### config.mk
export PLATFORM = sky130hd
export DESIGN_NAME = decoder_n_scan_flat
export DESIGN_NICKNAME = d
export VERILOG_FILES = /design/src/rtl/decoder_n_scan_if.sv /design/src/rtl/decoder_n_scan.sv /design/src/flat_wrapper.sv
export SDC_FILE = /design/constraint.sdc
export NUM_CORES = 1
export LEC_CHECK = 0
export ABC_AREA = 1
export BUFFER_PORTS_ARGS = -buffer_cell sky130_fd_sc_hd__buf_2
export CAP_MARGIN = 25
export CORE_MARGIN = 5
export CORE_UTILIZATION = 51
export CTS_CLUSTER_SIZE = 25
export DETAILED_ROUTE_END_ITERATION = 8
export GPL_ROUTABILITY_DRIVEN = 0
export GPL_TIMING_DRIVEN = 0
export PLACE_DENSITY_LB_ADDON = 0.12
export SLEW_MARGIN = 20
export SYNTH_ARGS = -nofsm -noshare
export SYNTH_HDL_FRONTEND = slang
export SYNTH_SLANG_ARGS = --single-unit
### constraint.sdc
create_clock -name clk -period 1.74 [get_ports clk]
set_input_delay 0.174 -clock clk [delete_from_list [all_inputs] [get_ports clk]]
set_output_delay 0.174 -clock clk [all_outputs]
set_load 0.005 [all_outputs]
### src/rtl/decoder_n_scan_if.sv
// rtl/decoder_n_scan_if.sv - select/strobe bundle between a controller and decoder_n_scan
interface decoder_n_scan_if #(
    parameter int IN_W    = 3,
    parameter int NUM_OUT = 2 ** IN_W
);
    logic                E;
    logic                mode;
    logic [IN_W-1:0]     In;
    logic [NUM_OUT-1:0]  Out;
    logic [IN_W-1:0]     Idx;
    logic                wrap;
    logic                err;

    modport master (
        output E, mode, In,
        input  Out, Idx, wrap, err
    );

    modport slave (
        input  E, mode, In,
        output Out, Idx, wrap, err
    );
endinterface

### src/rtl/decoder_n_scan.sv
// rtl/decoder_n_scan.sv - registered one-hot decoder with enable, DIRECT decode and autonomous SCAN strobing
module decoder_n_scan #(
    parameter int IN_W    = 3,
    parameter int NUM_OUT = 2 ** IN_W,
    parameter int DWELL   = 4,
    parameter int ACT_LOW = 0
) (
    input  logic             clk,
    input  logic             rst,
    decoder_n_scan_if.slave  bus
);
    localparam int                 DW_W       = (DWELL > 1) ? $clog2(DWELL) : 1;
    localparam logic [DW_W-1:0]    DWELL_LAST = DW_W'(DWELL - 1);
    localparam logic [IN_W-1:0]    IDX_LAST   = IN_W'(NUM_OUT - 1);
    localparam logic [IN_W:0]      NUM_OUT_W  = (IN_W + 1)'(NUM_OUT);
    localparam logic [NUM_OUT-1:0] INACTIVE   = {NUM_OUT{(ACT_LOW != 0)}};

    typedef enum logic [1:0] {
        ST_IDLE,
        ST_DIRECT,
        ST_SCAN
    } state_t;

    state_t          st;
    logic [DW_W-1:0] dwell;
    // Set while there is no scan position worth resuming (after reset or any DIRECT cycle).
    logic            fresh;

    logic [DW_W-1:0] step_dwell;
    logic [IN_W-1:0] step_idx;
    logic            step_wrap;
    logic            in_ok;

    function automatic logic [NUM_OUT-1:0] drive_line(input logic [IN_W-1:0] idx);
        logic [NUM_OUT-1:0] v;
        v = '0;
        for (int i = 0; i < NUM_OUT; i++) begin
            if (idx == IN_W'(i)) begin
                v[i] = 1'b1;
            end
        end
        return (ACT_LOW != 0) ? ~v : v;
    endfunction

    assign in_ok = ({1'b0, bus.In} < NUM_OUT_W);

    // One scan tick from the current position; also used when resuming after a pause.
    always_comb begin
        step_dwell = dwell;
        step_idx   = bus.Idx;
        step_wrap  = 1'b0;
        if (dwell == DWELL_LAST) begin
            step_dwell = '0;
            if (bus.Idx >= IDX_LAST) begin
                step_idx  = '0;
                step_wrap = 1'b1;
            end else begin
                step_idx = bus.Idx + 1'b1;
            end
        end else begin
            step_dwell = dwell + 1'b1;
        end
    end

    always_ff @(posedge clk) begin
        if (rst) begin
            st       <= ST_IDLE;
            bus.Idx  <= '0;
            dwell    <= '0;
            bus.wrap <= 1'b0;
            bus.err  <= 1'b0;
            bus.Out  <= INACTIVE;
            fresh    <= 1'b1;
        end else begin
            bus.wrap <= 1'b0;
            bus.err  <= 1'b0;
            if (!bus.E) begin
                st      <= ST_IDLE;
                bus.Out <= INACTIVE;
            end else if (!bus.mode) begin
                st      <= ST_DIRECT;
                bus.Idx <= bus.In;
                dwell   <= '0;
                fresh   <= 1'b1;
                bus.Out <= in_ok ? drive_line(bus.In) : INACTIVE;
                bus.err <= ~in_ok;
            end else begin
                st    <= ST_SCAN;
                fresh <= 1'b0;
                if (st != ST_SCAN && fresh) begin
                    bus.Idx <= '0;
                    dwell   <= '0;
                    bus.Out <= drive_line('0);
                end else begin
                    bus.Idx  <= step_idx;
                    dwell    <= step_dwell;
                    bus.wrap <= step_wrap;
                    bus.Out  <= drive_line(step_idx);
                end
            end
        end
    end
endmodule
### src/flat_wrapper.sv
// flat-port wrapper written by rule: the top's interface ports become plain ports
module decoder_n_scan_flat 
#(
    parameter int IN_W    = 3,
    parameter int NUM_OUT = 2 ** IN_W,
    parameter int DWELL   = 4,
    parameter int ACT_LOW = 0
)
  (clk, rst, bus_E, bus_mode, bus_In, bus_Out, bus_Idx, bus_wrap, bus_err);
  decoder_n_scan_if #(.IN_W(IN_W), .NUM_OUT(NUM_OUT)) bus_i ();
  input  logic clk;
  input  logic rst;
  input wire logic [$bits(bus_i.E)-1:0] bus_E;
  input wire logic [$bits(bus_i.mode)-1:0] bus_mode;
  input wire logic [$bits(bus_i.In)-1:0] bus_In;
  output wire logic [$bits(bus_i.Out)-1:0] bus_Out;
  output wire logic [$bits(bus_i.Idx)-1:0] bus_Idx;
  output wire logic [$bits(bus_i.wrap)-1:0] bus_wrap;
  output wire logic [$bits(bus_i.err)-1:0] bus_err;
  assign bus_i.E = bus_E;
  assign bus_i.mode = bus_mode;
  assign bus_i.In = bus_In;
  assign bus_Out = bus_i.Out;
  assign bus_Idx = bus_i.Idx;
  assign bus_wrap = bus_i.wrap;
  assign bus_err = bus_i.err;
  decoder_n_scan #(.IN_W(IN_W), .NUM_OUT(NUM_OUT), .DWELL(DWELL), .ACT_LOW(ACT_LOW)) u_core (.clk(clk), .rst(rst), .bus(bus_i));
endmodule
==> results of run 1 <==
## cells by family after synthesis
| kind of cell | share of synthesized area |
|---|---|
| compound gates | 0.110 |
| fa+ha+maj | 0.0439 |
| buf+inv | 0.0878 |
| flops | 0.398 |
| other cells | 0.00439 |
| simple gates | 0.356 |
## routing by layer
layer	wire (µm)	up-vias	track usage	part of all wire
met2	909	25	0.264	0.50
met1	769	383	0.190	0.42
li1	-	440	-	-
met3	105	8	0.0552	0.058
met5	0	-	0	0
met4	40	0	0.0553	0.022
## final cells by class
type                    instances  area [µm²]  share of cell area
well taps                      16        20.0              0.0201
clock inverters                 1        5.00             0.00503
repair buffers                 18        90.1              0.0905
multi-input cells              92         442               0.443
inverters                      15        56.3              0.0565
flip-flops and latches         17         342               0.343
clock buffers                   3        22.5              0.0226
plain buffers                   2        18.8              0.0188
## flip-flops by register name, indices dropped and copies added (netlist names)
register         count
u_core.bus.Out       8
u_core.bus.Idx       3
u_core.st            2
u_core.bus.wrap      1
u_core.dwell         2
u_core.fresh         1
## metrics by stage
stage,hold slack (ps),worst slack (ps),instances,power (W),cell area (µm²)
floorplan,243,316,126,0.000479,855
finish,75.8,229,164,0.000715,996
global placement,385,209,160,0.000512,965
CTS,75.1,160,164,0.000718,992
global route,71.4,57.8,164,0.000759,996
detailed placement,396,195,160,0.000515,965
## synthesized netlist by cell type
cell type	count
o21ai_2	1
nand2_1	37
dfxtp_1	17
inv_2	1
nor2_4	1
buf_4	1
conb_1	1
nor2_1	13
inv_1	14
nand3_1	13
nor3_2	1
nor3_1	1
ha_1	3
o21ai_0	4
buf_6	1
nor2_2	1
nand2_2	3
a21oi_1	12
o21ai_1	1
## cell usage in the layout, fill, tap and decap left out, drive strengths merged, types with 2 or more instances in the layout
cell type / Yosys / final
nor2: 15 / 15
buf: 2 / 20
nand2: 40 / 40
clkbuf: 0 / 3
inv: 15 / 15
ha: 3 / 3
o21ai: 6 / 6
a21oi: 12 / 12
nand3: 13 / 13
nor3: 2 / 2
dfxtp: 17 / 17
## what timing repair did
action	in CTS	in global routing
setup endpoints to repair	0	4
buffers inserted	0	0
hold buffers	0	0
gates resized for setup	0	2
## final timing paths
kind,from,endpoint,slack (ps),cells after the start
min,rst,u_core.dwell[1],80,2
min reg2reg,u_core.dwell[1],u_core.dwell[1],470,2
max,u_core.bus.Idx[0],u_core.bus.Out[0],230,10
max reg2reg,u_core.bus.Idx[0],u_core.bus.Out[0],230,10
## power by group through the flow
stage	Sequential, W	Clock [W]	Combinational, W
after floorplan	0.000418	0	0.0000607
after global placement	0.000419	0	0.0000933
after detailed placement	0.000419	0	0.0000963
after CTS	0.000410	0.000210	0.0000973
after global routing	0.000413	0.000233	0.000113
final	0.000410	0.000207	0.0000982
==> results.json, run 1 <==
{
  "synth_cell_types": 19,
  "rsz0062_at_grt": "false",
  "grt_pass1_vias": 788,
  "die_w_um": 50.9,
  "hold_viol_final": 0,
  "yosysTopAreaCell": "dfxtp_1",
  "seq_power_share": 0.574,
  "end_kind": "flop",
  "nets": 159,
  "synthCells": 126,
  "cts_buffers": 3,
  "cp_data_arrival_time_ps": 1710,
  "setup_tns_ps": 0,
  "yosys_register_bits": 17,
  "drcViolationCount": 0,
  "setup_viol": 0,
  "ir_drop_v": 0.000562,
  "drt_iter0_drc": 17,
  "skew_ps": 9.74,
  "path_clk_slew_ps": 100,
  "period_needed_ps": 1510,
  "fin_crit_sh": 0.868,
  "start_kind": "flop",
  "grt_max_degree": 11,
  "required_ps": 1940,
  "layout-drive-gt1-share": 0.230,
  "internal-power_w": 0.000521,
  "p_leak_nw": 0.516,
  "ys_seq_area_frac": 0.398,
  "status": "finished clean",
  "io_pins": 20,
  "powerDensity_nw_per_um2": 718,
  "cts_root_buf": "clkbuf_4",
  "drtPass1Iterations": 4,
  "yosysWarnings": 0,
  "cp_slowest_stage_delay_ps": 380,
  "ctsHtreeMaxLevel": 1,
  "vias": 856,
  "clk_latency_ps": 290,
  "io_buffer_count": 18,
  "cts_tree": "yes",
  "final_max_slew_viol_count": 0,
  "critPathMaxFanout": 8,
  "path_cells": "ha_1 -> ha_1 -> inv_1 -> nand3_1 -> nor2_1 -> nor2_4 -> nand2_1 -> nand2_1 -> nand2_1 -> nand2_1",
  "initial_utilization": 0.554,
  "grt-ovfl-total": 0,
  "area_delta_synth_final_pct": 16.5,
  "wirelength_um": 1820,
  "p_switching_w": 0.000194,
  "hold_class": "in2reg",
  "cp_slowest_cell": "dfxtp_2",
  "utilization": 0.646,
  "pwr-share-clk": 0.289,
  "crit_family": "simple AND/OR/NAND/NOR gates",
  "ant_nets": 0,
  "nFillCells": 155,
  "avgSynthCellArea_um2": 6.78,
  "die_y_um": 50.9,
  "max_freq_mhz": 662,
  "antenna_cells": 0,
  "grtUsageTotal": 0.159,
  "num_rows": 14,
  "path_buf_inv": 1,
  "cap_viol_max_count": 0,
  "dieArea_um2": 2590,
  "synthTopCellsByArea": "dfxtp_1, nand2_1, nand3_1",
  "grt_pass1_wl_um": 3280,
  "cts_sinks": 17,
  "avgRoutedWirePerCell_um": 11.1,
  "pwr-share-comb": 0.137,
  "synth.top_cell.area_share": 0.398,
  "synth.net_count": 136,
  "worstSetupPathType": "reg2reg",
  "switching_share": 0.271,
  "dp_hpwl_um": 1400,
  "coreArea_um2": 1540,
  "antenna_found_initial": 0,
  "synth_area_um2": 855,
  "cts_buffer_depth": 2,
  "viasPerCell": 5.22,
  "crit_top_cell": "nand2_1"
}
Power figures use the tool's default switching activity.
==> inputs of run 2 (changes only) <==
CORE_MARGIN = 2   (was 5)
==> results.json, run 2 (synthesis results as in run 1) <==
{
  "status": "finished clean",
  "io_pins": 20,
  "cts_hold_buf": 0,
  "fin_crit_sh": 0.887,
  "drt_iter0_drc": 43,
  "top_regs": "u_core.bus.Out x8, u_core.bus.Idx x3",
  "cts_tree": "yes",
  "vias": 865,
  "final_cell_mix": "nand2_1, buf_2, dfxtp_1",
  "final_max_slew_viol_count": 0,
  "utilization": 0.644,
  "grt_pass1_wl_um": 3100,
  "antenna_cells": 0,
  "hold_class": "in2reg",
  "cts_buffers": 3,
  "setup_tns_ps": 0,
  "cts_buffer_depth": 2,
  "internal-power_w": 0.000521,
  "p_leak_nw": 0.516,
  "required_ps": 1940,
  "cts_root_buf": "clkbuf_4",
  "die_w_um": 44.9,
  "critPathMaxFanout": 8,
  "hold_viol_final": 0,
  "setup_viol": 0,
  "dieArea_um2": 2020,
  "end_kind": "flop",
  "cap_viol_max_count": 0,
  "max_freq_mhz": 648,
  "cts_sinks": 17,
  "rsz0062_at_grt": "false",
  "regMostFlops": "u_core.bus.Out",
  "initial_utilization": 0.554,
  "crit_family": "simple AND/OR/NAND/NOR gates",
  "start_kind": "flop",
  "grt-ovfl-total": 0,
  "cp_slowest_cell": "dfxtp_2",
  "layout-drive-gt1-share": 0.223,
  "layout_commonest_cell": "nand2_1",
  "grt_max_degree": 11,
  "drtPass1Iterations": 5,
  "dp_hpwl_um": 1340,
  "powerDensity_nw_per_um2": 729,
  "crit_top_cell": "nand2_1",
  "io_buffer_count": 18,
  "drcViolationCount": 0,
  "ant_nets": 0,
  "die_y_um": 44.9,
  "antenna_found_initial": 0,
  "path_cells": "ha_1 -> ha_1 -> inv_1 -> nand3_1 -> nor2_1 -> nor2_4 -> nand2_1 -> nand2_1 -> nand2_1 -> nand2_1",
  "nets": 159,
  "wirelength_um": 1800,
  "grtUsageTotal": 0.212,
  "area_delta_synth_final_pct": 16.3,
  "p_switching_w": 0.000203,
  "switching_share": 0.281,
  "period_needed_ps": 1540,
  "largest_reg_flops": 8,
  "num_rows": 14,
  "final_cells": 164,
  "grt_pass1_vias": 752,
  "pwr-share-clk": 0.299,
  "seq_power_share": 0.567,
  "cp_slowest_stage_delay_ps": 380,
  "path_clk_slew_ps": 100,
  "clk_latency_ps": 300,
  "worstSetupPathType": "reg2reg",
  "post-place-cells": 160,
  "coreArea_um2": 1540,
  "ir_drop_v": 0.000526,
  "cp_data_arrival_time_ps": 1750,
  "pwr-share-comb": 0.135,
  "ctsHtreeMaxLevel": 1,
  "viasPerCell": 5.27,
  "skew_ps": 2.97,
  "path_buf_inv": 1,
  "avgRoutedWirePerCell_um": 11.0
}
[run 2: cell count changes in the layout (fill, tap and decap cells not counted)]
cell | previous run | this run
nand2_2 | 4 | 3
nand2_1 | 36 | 37
[run 2: worst paths after layout]
| check | startpoint | to | slack [ps] | cells past startpoint |
|---|---|---|---|---|
| worst max-delay path | u_core.bus.Idx[0] | u_core.bus.Out[0] | 200 | 10 |
| worst min-delay path | rst | u_core.dwell[1] | 70 | 2 |
| worst max register to register | u_core.bus.Idx[0] | u_core.bus.Out[0] | 200 | 10 |
| worst min register to register | u_core.dwell[1] | u_core.dwell[1] | 470 | 2 |
[run 2: area by class of cell]
class | count | area [µm²]
Timing Repair Buffer | 18 | 90.1
Clock buffer | 3 | 22.5
Buffer | 2 | 18.8
Tap cell | 16 | 20.0
Inverter | 15 | 56.3
Fill cell | 150 | 548
Sequential cell | 17 | 342
Multi-Input combinational cell | 92 | 439
Clock inverter | 1 | 5.00
[run 2: per-layer routing]
| layer | vias to the layer above | global-route usage | part of all wire |
|---|---|---|---|
| met5 | - | 0 | 0 |
| met4 | 0 | 0.106 | 0.019 |
| met3 | 6 | 0.0360 | 0.050 |
| met2 | 29 | 0.357 | 0.49 |
| met1 | 386 | 0.259 | 0.44 |
| li1 | 444 | - | - |
[run 2: metrics by stage]
stage,cell area (µm²),worst slack (ps),power (W),hold slack [ps]
finish,993,197,0.000724,69.7
detailed placement,965,163,0.000515,396
global route,993,30.8,0.000755,78.8
CTS,992,147,0.000726,72.8
global placement,965,209,0.000512,385
floorplan,855,316,0.000479,243
[run 2: repair_timing]
item | CTS | global route
gates resized for setup | 0 | 1
buffers inserted | 0 | 0
endpoints found under the setup margin | 0 | 2
[run 2: power by group through the flow]
stage	Combinational, W	Clock (W)	Sequential [W]
after floorplan	0.0000607	0	0.000418
after global placement	0.0000930	0	0.000419
after detailed placement	0.0000962	0	0.000419
after CTS	0.0000971	0.000219	0.000410
after global routing	0.000112	0.000231	0.000412
final	0.0000974	0.000217	0.000410
==> inputs of run 3 (changes only) <==
ABC_CLOCK_PERIOD_IN_PS = 1740   (was default)
CORE_MARGIN = default   (was 2)
SLEW_MARGIN = 10   (was 20)
==> results.json, run 3 (synthesis results as in run 1) <==
{
  "cts_root_buf": "clkbuf_4",
  "end_kind": "flop",
  "drt_iter0_drc": 16,
  "cts_resized": 0,
  "nFillCells": 150,
  "initial_utilization": 0.554,
  "internal-power_w": 0.000524,
  "switching_share": 0.260,
  "worstHoldPathCells": 2,
  "setup_viol": 0,
  "cts_buffers": 3,
  "ir_drop_v": 0.000676,
  "critPathMaxFanout": 8,
  "grt_max_degree": 11,
  "area_delta_synth_final_pct": 16.0,
  "cp_slowest_stage_delay_ps": 400,
  "clk_latency_ps": 290,
  "cts_tree": "yes",
  "io_buffer_count": 18,
  "fin_crit_sh": 0.895,
  "final_cell_mix": "nand2_1, buf_2, dfxtp_1",
  "crit_path_start": "u_core.bus.Idx[0]",
  "die_y_um": 42.9,
  "path_buf_inv": 1,
  "cp_slowest_cell": "dfxtp_1",
  "reg2reg_from": "u_core.bus.Idx[0]",
  "final_max_slew_viol_count": 0,
  "die_w_um": 42.9,
  "top_regs": "u_core.bus.Out x8, u_core.bus.Idx x3",
  "path_clk_slew_ps": 90,
  "ctsHtreeMaxLevel": 1,
  "grt_pass1_vias": 711,
  "layout-drive-gt1-share": 0.209,
  "p_leak_nw": 0.513,
  "regMostFlops": "u_core.bus.Out",
  "worstSetupPathType": "reg2reg",
  "required_ps": 1960,
  "cts_buffer_depth": 2,
  "skew_ps": 5.83,
  "min_from": "rst",
  "num_rows": 14,
  "grt_pass1_wl_um": 2850,
  "crit_family": "adder cells",
  "layout_commonest_cell": "nand2_1",
  "largest_reg_flops": 8,
  "viasPerCell": 4.87,
  "setup_tns_ps": 0,
  "coreArea_um2": 1540,
  "cts_sinks": 17,
  "vias": 798,
  "antenna_found_initial": 0,
  "max_freq_mhz": 642,
  "cp_data_arrival_time_ps": 1770,
  "drcViolationCount": 0,
  "timing.rr.end": "u_core.bus.Out[7]",
  "ant_nets": 0,
  "grt-ovfl-total": 0,
  "cts_hold_buf": 0,
  "rsz0062_at_grt": "false",
  "avgRoutedWirePerCell_um": 10.2,
  "drtPass1Iterations": 6,
  "utilization": 0.643,
  "hold_viol_final": 0,
  "reg2reg_depth": 8,
  "dp_hpwl_um": 1300,
  "seq_power_share": 0.579,
  "min_to": "u_core.dwell[1]",
  "post-cts-setup-buffers": 0,
  "p_switching_w": 0.000184,
  "period_needed_ps": 1560,
  "grtUsageTotal": 0.208,
  "pwr-share-clk": 0.286,
  "status": "finished clean",
  "pwr-share-comb": 0.135,
  "antenna_cells": 0,
  "cap_viol_max_count": 0,
  "rrSetupSlack_ps": 180,
  "dieArea_um2": 1840,
  "wirelength_um": 1680,
  "powerDensity_nw_per_um2": 714,
  "hold_class": "in2reg",
  "nets": 159,
  "io_pins": 20,
  "start_kind": "flop",
  "path_cells": "ha_1 -> ha_1 -> nand2_1 -> inv_1 -> nand3_1 -> nand2_1 -> nand3_1 -> a21oi_1"
}
==> run 3: changes by cell type in the layout (fill, tap and decap cells not counted) <==
cell,change
clkinv_2,-1
clkbuf_1,+1
dfxtp_1,+1
dfxtp_2,-1
==> run 3: stage by stage <==
step                area (µm²)  power [W]  instances  hold WS (ps)  worst slack, ps
finish                     991   0.000708        164          84.1              183
floorplan                  855   0.000479        126           243              316
CTS                        991   0.000716        164          80.6              170
global route               991   0.000746        164          84.5             45.2
detailed placement         965   0.000515        160           396              192
global placement           965   0.000512        160           385              209
==> run 3: area by class of cell <==
class                           count  area, µm²  share of cell area
Multi-Input combinational cell     92        439               0.443
Sequential cell                    17        340               0.343
Timing Repair Buffer               18       90.1              0.0909
Inverter                           15       56.3              0.0568
Clock buffer                        4       26.3              0.0265
Tap cell                           16       20.0              0.0202
Buffer                              2       18.8              0.0189
==> run 3: power groups by stage <==
stage / logic [W] / registers (W) / clock network, W
floorplan: 0.0000607 / 0.000418 / 0
global placement: 0.0000929 / 0.000419 / 0
detailed placement: 0.0000955 / 0.000419 / 0
CTS: 0.0000960 / 0.000410 / 0.000210
global route: 0.000110 / 0.000412 / 0.000224
finish: 0.0000957 / 0.000410 / 0.000202
==> run 3: worst max-delay path by stage <==
stage | to | slack (ps) | cells after the start
global route | u_core.bus.Out[7] | 50 | 8
floorplan | u_core.bus.Out[0] | 320 | 9
global placement | u_core.bus.Out[0] | 210 | 10
detailed placement | u_core.bus.Out[0] | 190 | 10
CTS | u_core.bus.Out[7] | 170 | 8
finish | u_core.bus.Out[7] | 180 | 8
==> run 3: worst register-to-register path: cells and delay by family (launching register included) <==
kind,cells,cell delay [ps]
adder cells (fa/ha/maj),2,520
AO/OA/AOI/OAI,1,140
AND/OR/NAND/NOR,4,380
flip-flops,1,400
buffers and inverters,1,40
==> run 3: layer usage <==
| layer | vias up | wire [µm] | GRT usage |
|---|---|---|---|
| met5 | - | 0 | 0 |
| met4 | 0 | 11 | 0.0545 |
| met3 | 2 | 68 | 0.0766 |
| met2 | 15 | 801 | 0.345 |
| met1 | 340 | 795 | 0.253 |
| li1 | 441 | - | - |
